## src/rtl/mc_controller.sv

```systemverilog
// Multi-cycle control unit: FSM sequencing of fetch/decode/memory/execute/branch,
// condition evaluation against the registered NZCV flags, and flag register update.
module mc_controller #(
  parameter int unsigned ALU_CTRL_W  = 3,
  parameter bit          BL_EN       = 1'b1,
  parameter bit          CV_ON_LOGIC = 1'b0
) (
  input  logic                  Clock,
  input  logic                  Reset,
  input  logic [3:0]            Cond,
  input  logic [1:0]            Op,
  input  logic [5:0]            Funct,
  input  logic [3:0]            Rd,
  input  logic [3:0]            ALUFlags,
  output logic                  PCWrite,
  output logic                  AdrSrc,
  output logic                  MemWrite,
  output logic                  IRWrite,
  output logic                  RegWrite,
  output logic                  LinkWrite,
  output logic [1:0]            ResultSrc,
  output logic                  ALUSrcA,
  output logic [1:0]            ALUSrcB,
  output logic [1:0]            ImmSrc,
  output logic [1:0]            RegSrc,
  output logic                  Shift,
  output logic [ALU_CTRL_W-1:0] ALUControl,
  output logic [3:0]            FlagReg,
  output logic [3:0]            State
);

  typedef enum logic [3:0] {
    S_FETCH  = 4'd0,
    S_DECODE = 4'd1,
    S_MEMADR = 4'd2,
    S_MEMRD  = 4'd3,
    S_MEMWB  = 4'd4,
    S_MEMWR  = 4'd5,
    S_EXECR  = 4'd6,
    S_EXECI  = 4'd7,
    S_ALUWB  = 4'd8,
    S_BRANCH = 4'd9
  } state_t;

  localparam logic [2:0] ALU_ADD = 3'b000;
  localparam logic [2:0] ALU_SUB = 3'b001;
  localparam logic [2:0] ALU_AND = 3'b010;
  localparam logic [2:0] ALU_ORR = 3'b011;
  localparam logic [2:0] ALU_EOR = 3'b100;

  state_t     r_state;
  logic [3:0] r_flags;

  logic [3:0] w_cmd;
  logic       w_cond_ex;
  logic [2:0] w_cmd_alu;
  logic       w_cmd_known;
  logic       w_cmd_arith;
  logic       w_cmd_mov;
  logic       w_is_cmp;
  logic       w_flag_we;
  logic       w_dp_regwrite;
  logic [2:0] w_alu3;
  logic       w_n, w_z, w_c, w_v;

  assign w_cmd = Funct[4:1];
  assign {w_n, w_z, w_c, w_v} = r_flags;

  always_comb begin
    w_cond_ex = 1'b0;
    case (Cond)
      4'b0000: w_cond_ex = w_z;
      4'b0001: w_cond_ex = ~w_z;
      4'b0010: w_cond_ex = w_c;
      4'b0011: w_cond_ex = ~w_c;
      4'b0100: w_cond_ex = w_n;
      4'b0101: w_cond_ex = ~w_n;
      4'b0110: w_cond_ex = w_v;
      4'b0111: w_cond_ex = ~w_v;
      4'b1000: w_cond_ex = w_c & ~w_z;
      4'b1001: w_cond_ex = ~w_c | w_z;
      4'b1010: w_cond_ex = (w_n == w_v);
      4'b1011: w_cond_ex = (w_n != w_v);
      4'b1100: w_cond_ex = ~w_z & (w_n == w_v);
      4'b1101: w_cond_ex = w_z | (w_n != w_v);
      4'b1110: w_cond_ex = 1'b1;
      default: w_cond_ex = 1'b0;
    endcase
  end

  // Unlisted data-processing commands run as ADD but never write registers or flags.
  always_comb begin
    w_cmd_alu   = ALU_ADD;
    w_cmd_known = 1'b0;
    w_cmd_arith = 1'b0;
    w_cmd_mov   = 1'b0;
    case (w_cmd)
      4'b0100: begin w_cmd_known = 1'b1; w_cmd_arith = 1'b1; end
      4'b0010, 4'b1010: begin
        w_cmd_alu = ALU_SUB; w_cmd_known = 1'b1; w_cmd_arith = 1'b1;
      end
      4'b0000: begin w_cmd_alu = ALU_AND; w_cmd_known = 1'b1; end
      4'b1100: begin w_cmd_alu = ALU_ORR; w_cmd_known = 1'b1; end
      4'b0001: begin w_cmd_alu = ALU_EOR; w_cmd_known = 1'b1; end
      4'b1101: begin w_cmd_known = 1'b1; w_cmd_mov = 1'b1; end
      default: ;
    endcase
  end

  assign w_is_cmp      = (w_cmd == 4'b1010);
  assign w_flag_we     = w_cond_ex & w_cmd_known & (Funct[0] | w_is_cmp);
  assign w_dp_regwrite = w_cond_ex & w_cmd_known & ~w_is_cmp;

  always_ff @(posedge Clock) begin
    if (!Reset) begin
      r_state <= S_FETCH;
      r_flags <= '0;
    end else begin
      case (r_state)
        S_FETCH:  r_state <= S_DECODE;
        S_DECODE: begin
          case (Op)
            2'b01:   r_state <= S_MEMADR;
            2'b00:   r_state <= Funct[5] ? S_EXECI : S_EXECR;
            2'b10:   r_state <= S_BRANCH;
            default: r_state <= S_FETCH;
          endcase
        end
        S_MEMADR: r_state <= Funct[0] ? S_MEMRD : S_MEMWR;
        S_MEMRD:  r_state <= S_MEMWB;
        S_EXECR, S_EXECI: begin
          r_state <= S_ALUWB;
          if (w_flag_we) begin
            r_flags[3:2] <= ALUFlags[3:2];
            if (w_cmd_arith)      r_flags[1:0] <= ALUFlags[1:0];
            else if (CV_ON_LOGIC) r_flags[1:0] <= '0;
          end
        end
        default:  r_state <= S_FETCH;
      endcase
    end
  end

  always_comb begin
    PCWrite   = 1'b0;
    AdrSrc    = 1'b0;
    MemWrite  = 1'b0;
    IRWrite   = 1'b0;
    RegWrite  = 1'b0;
    LinkWrite = 1'b0;
    ResultSrc = 2'b00;
    ALUSrcA   = 1'b0;
    ALUSrcB   = 2'b00;
    ImmSrc    = 2'b00;
    RegSrc    = 2'b00;
    Shift     = 1'b0;
    w_alu3    = ALU_ADD;
    case (r_state)
      S_FETCH: begin
        IRWrite = 1'b1; PCWrite = 1'b1;
        ALUSrcA = 1'b1; ALUSrcB = 2'b10; ResultSrc = 2'b10;
      end
      S_DECODE: begin
        ALUSrcA = 1'b1; ALUSrcB = 2'b10; ResultSrc = 2'b10;
      end
      S_MEMADR: begin
        ALUSrcB = 2'b01; ImmSrc = 2'b01;
        w_alu3  = Funct[3] ? ALU_ADD : ALU_SUB;
      end
      S_MEMRD:  AdrSrc = 1'b1;
      S_MEMWB: begin
        ResultSrc = 2'b01; RegWrite = w_cond_ex;
      end
      S_MEMWR: begin
        AdrSrc = 1'b1; MemWrite = w_cond_ex; RegSrc = 2'b10;
      end
      S_EXECR: begin
        w_alu3 = w_cmd_alu; Shift = w_cmd_mov;
      end
      S_EXECI: begin
        ALUSrcB = 2'b01; w_alu3 = w_cmd_alu; Shift = w_cmd_mov;
      end
      S_ALUWB: begin
        RegWrite = w_dp_regwrite;
        PCWrite  = w_dp_regwrite & (Rd == 4'd15);
      end
      S_BRANCH: begin
        RegSrc = 2'b01; ALUSrcB = 2'b01; ImmSrc = 2'b10; ResultSrc = 2'b10;
        PCWrite   = w_cond_ex;
        LinkWrite = w_cond_ex & BL_EN & Funct[4];
      end
      default: ;
    endcase
  end

  assign ALUControl = ALU_CTRL_W'(w_alu3);
  assign FlagReg    = r_flags;
  assign State      = r_state;

endmodule

```

## config.mk

```make
export PLATFORM = sky130hd
export DESIGN_NAME = mc_controller
export DESIGN_NICKNAME = d
export VERILOG_FILES = /design/src/rtl/mc_controller.sv
export SDC_FILE = /design/constraint.sdc
export NUM_CORES = 1
export LEC_CHECK = 0
export ABC_CLOCK_PERIOD_IN_PS = 5200
export CELL_PAD_IN_SITES_DETAIL_PLACEMENT = 2
export CELL_PAD_IN_SITES_GLOBAL_PLACEMENT = 2
export CORE_ASPECT_RATIO = 0.6
export CORE_MARGIN = 2
export CORE_UTILIZATION = 21
export DETAILED_ROUTE_END_ITERATION = 10
export PLACE_DENSITY = 0.94
export SYNTH_ARGS = -nofsm -noshare
export SYNTH_HDL_FRONTEND = slang
export SYNTH_SLANG_ARGS = --single-unit
```

## constraint.sdc

```tcl
create_clock -name Clock -period 5.2 [get_ports Clock]
set_input_delay 0.78 -clock Clock [delete_from_list [all_inputs] [get_ports Clock]]
set_output_delay 0.78 -clock Clock [all_outputs]
set_load 0.03 [all_outputs]
```

Yosys cells after proc, flatten, opt, wreduce, memory -nomap -nowiden --
Cells that the tools add are included.
Cells by class: equality and inequality tests 34, muxes and demuxes 23, bitwise gates (word level) 15, reduce and logical (&&, ||, !) cells 14
Operators with widths (count):
- 4-bit == test, second input constant | 13
- 4-bit by 3-bit == test with 1-bit output, second input constant | 9
- 4-bit by 2-bit == test with 1-bit output, second input constant | 5
- 4-bit one-hot mux with 5 select lines | 1
- 2-bit one-hot mux with 2 select lines | 4
- 1-bit one-hot mux with 15 select lines | 1
- 4-bit by 1-bit == test with 1-bit output, second input constant | 3
- 4-bit zero test | 3
- 3-bit one-hot mux with 4 select lines | 1
- 4-bit one-hot mux with 3 select lines | 1
- 1-bit two-way mux | 11
- 3-bit OR reduction | 3
- 2-bit OR reduction | 4
- 1-bit AND | 7
- 7-bit OR reduction | 1
- 3-bit one-hot mux with 2 select lines | 1
- 1-bit NOT | 5
- 3-bit two-way mux | 1
- 1-bit bitwise OR | 3
- 1-bit one-hot mux with 3 select lines | 1
- 3-bit AND reduction | 1
- 2-bit by 1-bit == test with 1-bit output, second input constant | 1
- 2-bit == test, second input constant | 1
- 2-bit zero test | 1
- other kinds (4) | 4
Storage, ports and cells: flip-flop bits (word level) 8, output and inout port bits 27, logic and storage cells 89

Depth between registers and ports, before layout --
word-level depth 7, depth in mapped cells 7, depth with buffers taken out 6

Least setup slack after synthesis --
OpenSTA, ideal clock, no wires.
path type in2out, start in Cond[3], end out RegWrite, arrival time 2931 ps, data required time 4420 ps, path slack 1489 ps, stages on the path 5, cells stage by stage buf_4 > or4b_4 > a21oi_2 > a311oi_4 > a2111oi_1
Between the ends: longest elaborated chain between the ends 5, elaborated cells on any way between the ends 19
RTL lines:
- start: declaration | line 10 | input logic [3:0] Cond,
- 4-bit == test, or another cell as far along | line 71 | case (Cond)
- 1-bit one-hot mux with 15 select lines * | line 71
- 1-bit AND (2 in series) | line 112 | assign w_dp_regwrite = w_cond_ex & w_cmd_known & ~w_is_cmp;
- 1-bit one-hot mux with 2 select lines * | line 158 | case (r_state)
- end: declaration | line 19 | output logic RegWrite,
Every way passes the cells marked *; elsewhere a longest branch is shown, timed or not.

Final worst setup path --
Same ends and word-level chain as after synthesis.

==> impl_metrics.env <==
export IMPL_switching_share_pct=35.1
export IMPL_switching_power_w=0.0000877
export IMPL_gp_congestion=0.732
export IMPL_wl_per_cell_um=15.5
export IMPL_cts_buffer_depth=2
export IMPL_die_area_um2=4780
export IMPL_utilization_pct=35.1
export IMPL_die_h_um=54.4
export IMPL_portBuffers=48
export IMPL_wl_um=3400
export IMPL_synth_top_area_share_pct=18.0
export IMPL_setup_violations=0
export IMPL_ctsHoldBuffers=0
export IMPL_critical_path_max_stage_delay_ns=0.75
export IMPL_multiInputGateArea_um2=653
export IMPL_p_seq_share_pct=28.4
export IMPL_grt_total_usage_pct=14.9
export IMPL_cpMostUsedCell="clkdlybuf4s50_1"
export IMPL_fill_cells=473
export IMPL_synth_main_ff_cell="dfxtp_1"
export IMPL_reg2reg_slack_ns=3.25
export IMPL_synth_most_common_cell="nand2_1"
export IMPL_synth_area_um2=888
export IMPL_tns_ns=0
export IMPL_cp_arrival_ns=3.44
export IMPL_rr_startpoint="FlagReg[2]$_SDFFE_PN0P_"
export IMPL_rsz0062_at_grt="false"
export IMPL_netlist_top_cells_count="nand2_1 (16), nor2_1 (11), dfxtp_1 (8), clkbuf_1 (7), inv_1 (6)"
export IMPL_synth_nets=141
export IMPL_cts_tree="done"
export IMPL_min_from="FlagReg[2]$_SDFFE_PN0P_"
export IMPL_ant_nets=0
export IMPL_clk_latency_ns=0.23
export IMPL_worst_pin_slew_ns=0.514
export IMPL_drc=0
export IMPL_syn2layout_area_growth_pct=61.3
export IMPL_drt_iter0_drc=17
export IMPL_hold_path_depth=2
export IMPL_grt_max_degree=16
export IMPL_hold_path_class="reg2reg"
export IMPL_drtPass1Iterations=4
export IMPL_leakage_nw=0.473
export IMPL_status="finished, final reports clean"
export IMPL_clk_pin_slew_ns=0.04
export IMPL_root_buffer="clkbuf_8"
export IMPL_drive_gt1_share_pct=7.50
export IMPL_vias=1030
export IMPL_crit_path_end_kind="output port"
export IMPL_antennaDiodeCount=0
export IMPL_core_um2=4080
export IMPL_slew_headroom_pct=65.7
export IMPL_syn_area_per_cell_um2=7.47
export IMPL_antenna_found_initial=0
export IMPL_startpoint_type="input port"
export IMPL_grt_pass1_wl_um=5460
export IMPL_cap_violations=0
export IMPL_cts_buffers_inserted=3
export IMPL_post_cts_resized=0
export IMPL_fmax_ghz=0.237
export IMPL_cp_required_ns=4.42
export IMPL_yosysWarnings=0
export IMPL_synth_area_leaders="dfxtp_1 (18%), nand2_1 (6.8%), mux2i_1 (5.6%)"
export IMPL_cts_setup_buffers=0
export IMPL_initial_utilization_pct=21.8
export IMPL_power_density_nw_per_um2=174
export IMPL_synth_edf_count=0
export IMPL_ir_drop_mv=0.0906
export IMPL_clkSinkCount=8
export IMPL_fin_crit_ns=4.22
export IMPL_die_w_um=88.0
export IMPL_hpwl_um=2740
export IMPL_crit_fanout=10
export IMPL_yosysUniqueCellTypes=42
export IMPL_finalClockSkew_ns=0.00241
export IMPL_yosysSeqAreaShare_pct=18.0
export IMPL_hold_violations=0
export IMPL_cp_slowest_cell="clkdlybuf4s50_1"
export IMPL_yosys_area_top_type="dfxtp_1"
export IMPL_num_rows=18
export IMPL_clockPowerShare_pct=29.2
export IMPL_netlist_instances=119
export IMPL_vias_per_cell=4.68
export IMPL_overflow=0
export IMPL_grt_pass1_vias=1088
export IMPL_holdPathEnd="FlagReg[2]$_SDFFE_PN0P_"
export IMPL_worstRegToRegCells=6
export IMPL_synth_seq_cells=8
export IMPL_reg2reg_to="FlagReg[1]$_SDFFE_PN0P_"
export IMPL_path_cells="clkdlybuf4s50_1 > or4b_4 > a21oi_2 > a311oi_4 > a2111oi_1 > clkdlybuf4s50_1"
export IMPL_layout_nets=184
export IMPL_post_route_period_util_pct=81.1
export IMPL_combPwrFrac_pct=42.5
export IMPL_htreeDepth=1
export IMPL_crit_type="in2out"
export IMPL_maxSlewViolCount=0
export IMPL_intPower_w=0.000162
export IMPL_seq_area_um2=160
export IMPL_ys_async_sr_fraction_pct=0
export IMPL_ios=49
## critical path: cells and delay by family
kind / cells / cell delay [ns]
buffers and inverters: 2 / 1.36
and+or+nand+nor: 1 / 0.60
AOI/OAI and AO/OA: 3 / 0.68
## cells by family after synthesis
kind of cell,synth area share [%]
AND/OR/NAND/NOR,38.7
AO/OA/AOI/OAI,22.0
buffers and inverters,8.45
flip-flops,18.0
XOR/XNOR,5.92
multiplexers,6.90
## metrics by stage
stage	area [um^2]	instances	power (W)	hold slack, ns	setup slack (ns)
floorplan	888	119	0.000131	0.609	1.49
global placement	1390	217	0.000174	0.509	1.05
detailed placement	1390	217	0.000179	0.525	0.964
CTS	1430	220	0.000254	0.535	0.967
global route	1430	220	0.000266	0.580	0.846
finish	1430	220	0.000250	0.539	0.984
## power by group through the flow
stage,clock network (W),logic (W),registers (W)
4_1_cts,0.0000755,0.000107,0.0000710
5_1_grt,0.0000806,0.000114,0.0000716
6_report,0.0000728,0.000106,0.0000708
3_3_place_gp,0,0.000103,0.0000712
3_5_place_dp,0,0.000107,0.0000719
2_1_floorplan,0,0.0000608,0.0000702
## area by class of cell
class / count / share of cell area, %
Multi-Input combinational cell: 95 / 45.6
Inverter: 6 / 1.57
Tap cell: 60 / 5.24
Timing Repair Buffer: 48 / 33.5
Sequential cell: 8 / 11.2
Clock buffer: 3 / 2.88
## placed cells by master, fill, tap and decap left out, types with 4 or more instances in the layout
master and n:
nor2b_1 5, nand2b_1 4, nor3_1 5, clkdlybuf4s50_1 48, o21ai_0 5, nor2_1 11, nand2_1 16, inv_1 6
mux2i_1 5, dfxtp_1 8
## per-layer routing
| layer | part of all wire [%] | track usage (%) | wire length, um | vias to the layer above |
|---|---|---|---|---|
| li1 | - | - | - | 507 |
| met1 | 49 | 19.8 | 1660 | 488 |
| met2 | 45 | 24.9 | 1530 | 32 |
| met3 | 5.6 | 4.37 | 192 | 3 |
| met4 | 0.35 | 1.54 | 12 | 0 |
| met5 | 0 | 0 | 0 | - |
## sequential cells by signal, indices dropped and copies added (netlist names)
signal   count
FlagReg      4
State        4
## worst max path at each step
| stage | start | endpoint | slack, ns | cells past startpoint |
|---|---|---|---|---|
| after floorplan | Cond[3] | RegWrite | 1.49 | 5 |
| after global placement | Cond[3] | RegWrite | 1.05 | 6 |
| after detailed placement | Cond[3] | RegWrite | 0.96 | 6 |
| after CTS | Cond[3] | RegWrite | 0.97 | 6 |
| after global routing | Cond[3] | RegWrite | 0.85 | 7 |
| final | Cond[3] | RegWrite | 0.98 | 6 |
Power figures use the tool's default switching activity.
